### src/rtl/score_pkg.sv
// Shared types and default sizing for the score sequencer.
package score_pkg;

    localparam int NUM_REQ_DEF   = 4;
    localparam int VAL_W_DEF     = 4;
    localparam int MAX_SCORE_DEF = 99;
    localparam int SCORE_W_DEF   = 7;

    // Sequencer FSM states.
    typedef enum logic [2:0] {
        IDLE,
        CLEAR,
        ARB,
        GRANT,
        PULSE_HI,
        PULSE_LO
    } state_e;

endpackage

### src/rtl/rr_arbiter.sv
// Combinational round-robin arbiter: first set request at or after ptr, wrapping.
module rr_arbiter #(
    parameter int NUM_REQ = 4,
    parameter int PTR_W   = 2
) (
    input  logic [NUM_REQ-1:0] req,
    input  logic [PTR_W-1:0]   ptr,
    output logic [NUM_REQ-1:0] grant,
    output logic               valid
);

    // Two passes: indices from ptr upward, then the wrapped indices below ptr.
    always_comb begin
        grant = '0;
        valid = 1'b0;
        for (int j = 0; j < NUM_REQ; j++) begin
            if (!valid && req[j] && (j >= int'(ptr))) begin
                grant[j] = 1'b1;
                valid    = 1'b1;
            end
        end
        for (int j = 0; j < NUM_REQ; j++) begin
            if (!valid && req[j] && (j < int'(ptr))) begin
                grant[j] = 1'b1;
                valid    = 1'b1;
            end
        end
    end

endmodule

### src/rtl/score_sequencer.sv
// Arbitrates score awards and converts each into single-point toggle pulses
// for an edge-triggered BCD counter, tracking a saturating binary shadow total.
module score_sequencer
    import score_pkg::*;
#(
    parameter int NUM_REQ   = NUM_REQ_DEF,
    parameter int VAL_W     = VAL_W_DEF,
    parameter int MAX_SCORE = MAX_SCORE_DEF,
    parameter int SCORE_W   = SCORE_W_DEF
) (
    input  logic                     clk,
    input  logic                     reset,
    input  logic                     gameStart,
    input  logic                     gameOver,
    input  logic [NUM_REQ-1:0]       hitReq,
    input  logic [NUM_REQ*VAL_W-1:0] hitValue,
    output logic [NUM_REQ-1:0]       hitAck,
    output logic                     scoreToggle,
    output logic                     scoreClear,
    output logic [SCORE_W-1:0]       shadowScore,
    output logic                     busy,
    output logic                     saturated
);

    localparam int PTR_W = (NUM_REQ > 1) ? $clog2(NUM_REQ) : 1;

    state_e               state_q, state_d;
    logic [PTR_W-1:0]     rr_ptr_q, rr_ptr_d;
    logic [NUM_REQ-1:0]   grant_q, grant_d;
    logic [VAL_W-1:0]     remaining_q, remaining_d;
    logic [SCORE_W-1:0]   shadow_q, shadow_d;
    logic                 sat_q, sat_d;
    logic [NUM_REQ-1:0]   hit_ack_q, hit_ack_d;
    logic                 toggle_q, toggle_d;
    logic                 clear_q, clear_d;
    logic                 busy_q, busy_d;

    logic [NUM_REQ-1:0]   arb_grant;
    logic                 arb_valid;
    logic [VAL_W-1:0]     sel_value;
    logic [VAL_W-1:0]     capped_value;
    logic [PTR_W-1:0]     next_ptr;

    rr_arbiter #(
        .NUM_REQ (NUM_REQ),
        .PTR_W   (PTR_W)
    ) u_arb (
        .req   (hitReq),
        .ptr   (rr_ptr_q),
        .grant (arb_grant),
        .valid (arb_valid)
    );

    // Point value of the latched grant (grant_q is one-hot, so OR-ing is a mux).
    always_comb begin
        sel_value = '0;
        for (int j = 0; j < NUM_REQ; j++) begin
            if (grant_q[j]) sel_value = sel_value | hitValue[j*VAL_W +: VAL_W];
        end
    end

    // Clip the award to the headroom left below MAX_SCORE so the total never wraps.
    always_comb begin
        int room;
        room = MAX_SCORE - int'(shadow_q);
        if (int'(sel_value) < room) capped_value = sel_value;
        else                        capped_value = VAL_W'(room);
    end

    // Round-robin pointer moves to the requester just after the one granted.
    always_comb begin
        next_ptr = '0;
        for (int j = 0; j < NUM_REQ; j++) begin
            if (grant_q[j]) next_ptr = (j == NUM_REQ - 1) ? '0 : PTR_W'(j + 1);
        end
    end

    // Next-state, datapath updates, and next-state-decoded registered outputs.
    always_comb begin
        state_d     = state_q;
        rr_ptr_d    = rr_ptr_q;
        grant_d     = grant_q;
        remaining_d = remaining_q;
        shadow_d    = shadow_q;

        case (state_q)
            IDLE: begin
                if (gameStart) state_d = CLEAR;
            end
            CLEAR: begin
                state_d = ARB;
            end
            ARB: begin
                if (arb_valid) begin
                    grant_d = arb_grant;
                    state_d = GRANT;
                end
            end
            GRANT: begin
                remaining_d = capped_value;
                rr_ptr_d    = next_ptr;
                state_d     = (capped_value != '0) ? PULSE_HI : ARB;
            end
            PULSE_HI: begin
                // The pulse has already been driven, so it is counted even if
                // the game ends or restarts this cycle.
                shadow_d    = shadow_q + SCORE_W'(1);
                remaining_d = remaining_q - VAL_W'(1);
                state_d     = PULSE_LO;
            end
            PULSE_LO: begin
                state_d = (remaining_q != '0) ? PULSE_HI : ARB;
            end
            default: begin
                state_d = IDLE;
            end
        endcase

        // Game control overrides; in IDLE only gameStart matters, elsewhere gameOver wins.
        if (state_q != IDLE) begin
            if (gameOver) begin
                state_d     = IDLE;
                remaining_d = '0;
            end else if (gameStart) begin
                state_d     = CLEAR;
                remaining_d = '0;
            end
        end

        // Entering CLEAR starts a fresh game: total and arbitration order reset together.
        if (state_d == CLEAR) begin
            shadow_d = '0;
            rr_ptr_d = '0;
        end

        sat_d     = (shadow_d == SCORE_W'(MAX_SCORE));
        hit_ack_d = (state_d == GRANT) ? grant_d : '0;
        toggle_d  = (state_d == PULSE_HI);
        clear_d   = (state_d == CLEAR);
        busy_d    = (state_d == GRANT) || (state_d == PULSE_HI) || (state_d == PULSE_LO);
    end

    // State and output registers with synchronous reset.
    always_ff @(posedge clk) begin
        if (reset) begin
            state_q     <= IDLE;
            rr_ptr_q    <= '0;
            grant_q     <= '0;
            remaining_q <= '0;
            shadow_q    <= '0;
            sat_q       <= 1'b0;
            hit_ack_q   <= '0;
            toggle_q    <= 1'b0;
            clear_q     <= 1'b0;
            busy_q      <= 1'b0;
        end else begin
            state_q     <= state_d;
            rr_ptr_q    <= rr_ptr_d;
            grant_q     <= grant_d;
            remaining_q <= remaining_d;
            shadow_q    <= shadow_d;
            sat_q       <= sat_d;
            hit_ack_q   <= hit_ack_d;
            toggle_q    <= toggle_d;
            clear_q     <= clear_d;
            busy_q      <= busy_d;
        end
    end

    assign hitAck      = hit_ack_q;
    assign scoreToggle = toggle_q;
    assign scoreClear  = clear_q;
    assign shadowScore = shadow_q;
    assign busy        = busy_q;
    assign saturated   = sat_q;

endmodule

### config.mk
export PLATFORM = sky130hd
export DESIGN_NAME = score_sequencer
export DESIGN_NICKNAME = d
export VERILOG_FILES = /design/src/rtl/score_pkg.sv /design/src/rtl/rr_arbiter.sv /design/src/rtl/score_sequencer.sv
export SDC_FILE = /design/constraint.sdc
export NUM_CORES = 1
export LEC_CHECK = 0
export CAP_MARGIN = 10
export CORE_MARGIN = 2
export CORE_UTILIZATION = 53
export DETAILED_ROUTE_END_ITERATION = 10
export GPL_ROUTABILITY_DRIVEN = 1
export PLACE_DENSITY = 0.81
export SLEW_MARGIN = 20
export SYNTH_ARGS = -nofsm -noshare
export SYNTH_HDL_FRONTEND = slang
export SYNTH_SLANG_ARGS = --single-unit
### constraint.sdc
create_clock -name clk -period 7.9 [get_ports clk]
set_clock_uncertainty 0.1 [all_clocks]
set_input_delay 2.37 -clock clk [delete_from_list [all_inputs] [get_ports clk]]
set_output_delay 2.37 -clock clk [all_outputs]
set_load 0.01 [all_outputs]
==> impl_metrics.py, run 1 <==
metrics = {
    "clock_tree": {
        "tritoncts.num_buffers": 3,
        "clockBufferDepth": 2,
        "clkSinkCount": 28,
        "postCtsSetupRepairBufs": 0,
        "cts_tree": "done",
        "cts_hold_buf": 0,
        "root_buffer": "clkbuf_4",
        "h-tree-depth": 1,
        "clkTransAtPathRegs_ns": 0.15,
        "cts.repair.resized": 0,
        "clock_latency_ns": 0.33,
    },
    "placement": {
        "dp_hpwl_mm": 3.01,
        "port_buffers": 38,
        "placed_cell_area_um2": 2010,
        "gp_congestion": 0.916,
        "place_ws_ns": 2.94,
    },
    "sta": {
        "slew_violations": 0,
        "slew_headroom_pct": 75.4,
        "setup_viol": 0,
        "final.setup.tns_ns": 0,
        "clock.fmax_mhz": 214,
        "post-route-period-util_pct": 59.1,
        "rsz0062_at_grt": "no",
        "tightest_slew_ns": 0.370,
        "fin_hold_ws_ns": 0.466,
        "finalCriticalPeriod_ns": 4.67,
        "fin_ws_ns": 3.23,
        "hold_viol": 0,
    },
    "floorplanning": {
        "num_rows": 20,
        "die-area_um2": 3540,
        "coreArea_um2": 2980,
        "dieWidth_um": 59.5,
        "ios": 39,
        "die_h_um": 59.5,
        "initial_core_util_pct": 54.7,
    },
    "critical_path": {
        "path_delay_family": "compound AO/OA/AOI/OAI gates",
        "cp_common_cell": "a31o_1",
        "critPathRequiredTime_ns": 8.05,
        "path_buf_inv": 1,
        "critPathArrivalTime_ns": 4.81,
        "worstSetupEndpointType": "flop",
        "path_cells": "clkdlybuf4s50_1 > a22oi_1 > nand2_1 > ha_1 > nor4_1 > nand3_1 > a31o_1 > a2111oi_4 > o31ai_2 > a31o_1",
        "timing_worst_setup_path_type": "in -> reg",
        "cpPeakStageDelay_ns": 0.41,
        "cp_max_fo": 3,
        "crit_path_start_kind": "primary input",
        "cp_slowest_cell": "a2111oi_4",
    },
    "pwr": {
        "power_density_nw_per_um2": 126,
        "total_leakage_power_nw": 0.757,
        "ir_drop_mv": 0.0782,
    },
    "synth": {
        "ys_types": 47,
        "syn_area_um2": 1630,
        "synth_seq_cells": 28,
        "synth_fp_nets": 234,
        "synth-async-reset-ratio_pct": 0,
        "ys_seq_area_share_pct": 34.4,
        "yosysTopAreaCellShare_pct": 34.4,
        "synth_edf_count": 0,
        "syn_avg_cell_area_um2": 8.07,
        "synth_ff_type": "dfxtp_1",
        "netlist_top_cells_area": "dfxtp_1, ha_1, nor2_1",
        "yosysTopAreaCell": "dfxtp_1",
        "synth_cells": 202,
        "ys.warnings.count": 0,
    },
    "route": {
        "ant_nets": 0,
        "vias_per_cell": 5.93,
        "drt_wl_total_mm": 3.84,
        "dr.pass1.iters": 4,
        "wl_per_cell_um": 14.1,
        "drc": 0,
        "vias": 1612,
        "drt_iter0_markers": 121,
    },
    "grt": {
        "antenna_found_initial": 0,
        "grt.overflow.total": 0,
        "grt_max_degree": 16,
        "track_usage_pct": 23.2,
        "grt_pass1_wl_mm": 6.29,
        "grt_pass1_vias": 1399,
    },
    "layout": {
        "antenna_cells": 0,
        "postLayoutCellArea_um2": 2040,
        "area_growth_pct": 25.2,
        "mostFrequentLayoutCell": "clkdlybuf4s50_1",
        "final_cell_mix": "clkdlybuf4s50_1, dfxtp_1, nor2_1, nand2_1, a21oi_1",
        "drive_gt1_share_pct": 3.77,
        "fin_nets": 272,
        "fill_cells": 240,
    },
    "run": {
        "drv_cap": 0,
    },
    "worst_hold_path": {
        "hold_path_class": "reg -> reg",
    },
    "status": {
        "status": "complete, no violations",
    },
}
-- metrics by stage --
| step | util [%] | total power [mW] | cells |
|---|---|---|---|
| 2_1_floorplan | - | 0.171 | 202 |
| 3_3_place_gp | 67.4 | 0.187 | 268 |
| 4_1_cts | 68.6 | 0.256 | 272 |
| 3_5_place_dp | 67.4 | 0.188 | 268 |
| 6_report | 68.6 | 0.256 | 272 |
| 5_1_grt | 68.6 | 0.269 | 272 |
-- kinds of logic (layout without fill, tap and decap cells) --
family                     count (synthesis)  count (layout)  synth area share, %
AOI/OAI and AO/OA                         56              56                 23.8
xor gates and xnor gates                   5               5                 2.69
adders and majority gates                  8               8                 6.14
buffers and inverters                     15              52                 5.14
DFF                                       28              28                 34.4
muxes                                      4               4                 2.46
and+or+nand+nor                           86              86                 25.4
-- per-layer routing --
layer | GRT usage (%) | wire (um)
met4 | 7.79 | 55
met3 | 2.84 | 179
met5 | 0 | 0
met1 | 30.2 | 1750
met2 | 39.2 | 1850
-- synth_stat cells, drive strengths merged, types with 2 or more instances --
| cell type | instances |
|---|---|
| o21ai | 6 |
| inv | 10 |
| o21bai | 2 |
| buf | 3 |
| and3 | 2 |
| or2b | 2 |
| clkbuf | 2 |
| nor2 | 26 |
| a31oi | 2 |
| nor4 | 3 |
| a31o | 3 |
| a21oi | 18 |
| o22a | 2 |
| nor2b | 3 |
| dfxtp | 28 |
| a22oi | 9 |
| or3 | 3 |
| xnor2 | 2 |
| nand3 | 7 |
| nand3b | 2 |
| nand2 | 22 |
| o22ai | 6 |
| nand2b | 2 |
| nor3 | 7 |
| mux2i | 4 |
| ha | 8 |
| xor2 | 3 |
-- worst register-to-register path: stages (launching register included) --
cell and delay (ns):
dfxtp_1 0.49, inv_1 0.18, ha_1 0.40, inv_1 0.08
ha_1 0.20, nor4_1 0.33, nand3_1 0.14, a31o_1 0.28
a2111oi_4 0.41, o31ai_2 0.14, a31o_1 0.20
-- final timing paths --
| check | start | end | slack [ns] | depth (start not counted) |
|---|---|---|---|---|
| worst max register to register | shadowScore[2]$_SDFF_PP0_ | busy$_SDFF_PP0_ | 4.88 | 10 |
| worst min register to register | shadowScore[0]$_SDFF_PP0_ | shadowScore[0]$_SDFF_PP0_ | 0.47 | 2 |
| worst max-delay path | hitValue[3] | busy$_SDFF_PP0_ | 3.23 | 10 |
| worst min-delay path | shadowScore[0]$_SDFF_PP0_ | shadowScore[0]$_SDFF_PP0_ | 0.47 | 2 |
-- power breakdown --
part	total (mW)	switching [mW]	internal [mW]	leakage [nW]
Clock	0.0709	0.0426	0.0282	0.0210
Sequential	0.147	0.00326	0.143	0.226
Combinational	0.0390	0.0189	0.0201	0.509
-- registers in the layout (all words and copies together), names as in the netlist, 2 cells and up --
name         count
remaining_q      4
grant_q          4
hitAck           4
shadowScore      7
state_q          3
rr_ptr_q         2
-- layout make-up --
class	instances	area, um2	share of cell area (%)
multi-input cells	159	986	48.3
inverters	10	37.5	1.84
well taps	33	41.3	2.02
clock buffers	4	36.3	1.78
flip-flops and latches	28	561	27.5
repair buffers	38	380	18.6
(Power assumes the default switching activity.)
==> inputs of run 2 (changes only) <==
--- a/config.mk
+++ b/config.mk
@@ -7,10 +7,10 @@
 export LEC_CHECK = 0
 export CAP_MARGIN = 10
 export CORE_MARGIN = 2
-export CORE_UTILIZATION = 53
+export CORE_UTILIZATION = 44
 export DETAILED_ROUTE_END_ITERATION = 10
 export GPL_ROUTABILITY_DRIVEN = 1
-export PLACE_DENSITY = 0.81
+export PLACE_DENSITY = 0.72
 export SLEW_MARGIN = 20
 export SYNTH_ARGS = -nofsm -noshare
 export SYNTH_HDL_FRONTEND = slang
==> constraint.sdc (replaced) <==
create_clock -name clk -period 3.8 [get_ports clk]
set_clock_uncertainty 0.1 [all_clocks]
set_input_delay 1.14 -clock clk [delete_from_list [all_inputs] [get_ports clk]]
set_output_delay 1.14 -clock clk [all_outputs]
set_load 0.01 [all_outputs]
==> run 2 against run 1 <==
  * Sequential share of layout area fell by 0.50 points
  * Critical path depth unchanged
  * Count of clock-buffer cells in the layout is the same
  * Cell count grew 5.5%
  * Utilization shrank 11 points
  * Total power up 120%
  * Via count is 3.5% lower
==> impl_metrics.py, run 2 (synthesized netlist as in run 1, its figures left out) <==
metrics = {
    "pwr": {
        "comb_power_share_pct": 14.1,
        "ir_drop_mv": 0.176,
        "sequentialPowerShare_pct": 52.8,
        "switching_share_pct": 24.9,
        "power_density_nw_per_um2": 277,
        "clockPowerShare_pct": 33.1,
        "p_switching_uw": 144,
        "internal_power_uw": 432,
        "total_leakage_power_nw": 0.764,
    },
    "critical_path": {
        "worstSetupEndpointType": "flop",
        "cp_common_cell": "a31o_1",
        "critPathArrivalTime_ns": 3.51,
        "path_buf_inv": 1,
        "path_cells": "clkdlybuf4s50_1 > a22oi_1 > nand2_1 > ha_1 > nor4_1 > nand3_1 > a31o_1 > a2111oi_4 > o31ai_2 > a31o_1",
        "cp_slowest_cell": "a2111oi_4",
        "critPathRequiredTime_ns": 3.89,
        "cp_max_fo": 3,
        "timing_worst_setup_path_type": "in -> reg",
        "path_delay_family": "compound AO/OA/AOI/OAI gates",
        "crit_path_start_kind": "primary input",
        "cpPeakStageDelay_ns": 0.41,
    },
    "floorplanning": {
        "die_h_um": 64.9,
        "coreArea_um2": 3610,
        "dieWidth_um": 64.9,
        "ios": 39,
        "initial_core_util_pct": 45.2,
        "num_rows": 22,
        "die-area_um2": 4210,
    },
    "clock_tree": {
        "postCtsSetupRepairBufs": 0,
        "clkSinkCount": 28,
        "root_buffer": "clkbuf_8",
        "h-tree-depth": 1,
        "clockBufferDepth": 2,
        "tritoncts.num_buffers": 3,
        "cts_hold_buf": 0,
        "cts.repair.resized": 0,
        "cts_tree": "done",
        "clkTransAtPathRegs_ns": 0.10,
        "clock_latency_ns": 0.29,
    },
    "sta": {
        "slew_violations": 0,
        "clock.fmax_mhz": 292,
        "slew_headroom_pct": 72.9,
        "post-route-period-util_pct": 90.0,
        "hold_viol": 0,
        "rsz0062_at_grt": "no",
        "tightest_slew_ns": 0.407,
        "finalCriticalPeriod_ns": 3.42,
        "final.setup.tns_ns": 0,
        "setup_viol": 0,
    },
    "layout": {
        "drive_gt1_share_pct": 3.77,
        "antenna_cells": 0,
        "multiInputGateArea_um2": 986,
        "area_growth_pct": 27.6,
        "postLayoutCellArea_um2": 2080,
        "largest_reg_flops": 7,
        "finish.utilization_pct": 57.7,
        "final_cell_mix": "clkdlybuf4s50_1, dfxtp_1, nor2_1, nand2_1, a21oi_1",
        "fill_cells": 342,
        "ff_latch_area_um2": 561,
        "fin_nets": 272,
        "mostFrequentLayoutCell": "clkdlybuf4s50_1",
        "fin_cells": 287,
    },
    "route": {
        "vias_per_cell": 5.42,
        "drc": 0,
        "wl_per_cell_um": 13.7,
        "drt_iter0_markers": 76,
        "drt_wl_total_mm": 3.93,
        "vias": 1556,
        "ant_nets": 0,
        "dr.pass1.iters": 4,
    },
    "placement": {
        "dp_hpwl_mm": 3.04,
        "gp_congestion": 0.886,
        "dp_cells": 283,
        "placed_cell_area_um2": 2020,
        "port_buffers": 38,
    },
    "worst_hold_path": {
        "hold_path_class": "reg -> reg",
    },
    "grt": {
        "grt.overflow.total": 0,
        "grt_pass1_vias": 1446,
        "grt_max_degree": 16,
        "antenna_found_initial": 0,
        "grt_pass1_wl_mm": 6.78,
        "track_usage_pct": 20.4,
    },
    "status": {
        "status": "complete, no violations",
    },
    "run": {
        "drv_cap": 0,
    },
}
[run 2: cell types whose count changed in the layout (fill, tap and decap cells not counted)]
| cell | delta |
|---|---|
| clkbuf_8 | +3 |
| clkbuf_4 | -3 |
[run 2: power groups by stage]
stage | clock (mW) | sequential [mW] | combinational (mW)
final | 0.191 | 0.304 | 0.0811
after global routing | 0.203 | 0.305 | 0.0903
after CTS | 0.196 | 0.304 | 0.0803
after detailed placement | 0 | 0.311 | 0.0800
after global placement | 0 | 0.311 | 0.0794
after floorplan | 0 | 0.308 | 0.0471
[run 2: worst register-to-register path, cell delays in order, from the launching register on]
cell,delay [ns]
dfxtp_1,0.47
inv_1,0.18
ha_1,0.41
inv_1,0.07
ha_1,0.19
nor4_1,0.27
nand3_1,0.14
a31o_1,0.28
a2111oi_4,0.41
o31ai_2,0.14
a31o_1,0.19
[run 2: metrics by stage]
stage / power [mW] / hold WS, ns / setup slack, ns
2_1_floorplan: 0.355 / 0.385 / 0.668
3_3_place_gp: 0.390 / 0.428 / 0.134
3_5_place_dp: 0.391 / 0.419 / 0.0994
4_1_cts: 0.580 / 0.443 / 0.410
5_1_grt: 0.598 / 0.509 / 0.191
6_report: 0.576 / 0.446 / 0.380
[run 2: final cells by class]
type	count	share of cell area (%)
clock buffers	4	2.65
inverters	10	1.81
multi-input cells	159	47.4
flip-flops and latches	28	27.0
well taps	48	2.89
repair buffers	38	18.3
[run 2: path summary, 6_finish.rpt]
| check | start | to | slack, ns | cells after the start |
|---|---|---|---|---|
| min reg2reg | state_q[0]$_SDFF_PP0_ | state_q[1]$_SDFF_PP0_ | 0.45 | 1 |
| min | state_q[0]$_SDFF_PP0_ | state_q[1]$_SDFF_PP0_ | 0.45 | 1 |
| max reg2reg | shadowScore[2]$_SDFF_PP0_ | busy$_SDFF_PP0_ | 0.86 | 10 |
| max | hitValue[3] | busy$_SDFF_PP0_ | 0.38 | 10 |
[run 2: layer usage]
layer / routed length, um / vias to the layer above / track usage, %
li1: - / 806 / -
met1: 1880 / 712 / 28.9
met2: 1840 / 32 / 31.8
met3: 126 / 6 / 1.56
met4: 83 / 0 / 8.78
met5: 0 / - / 0
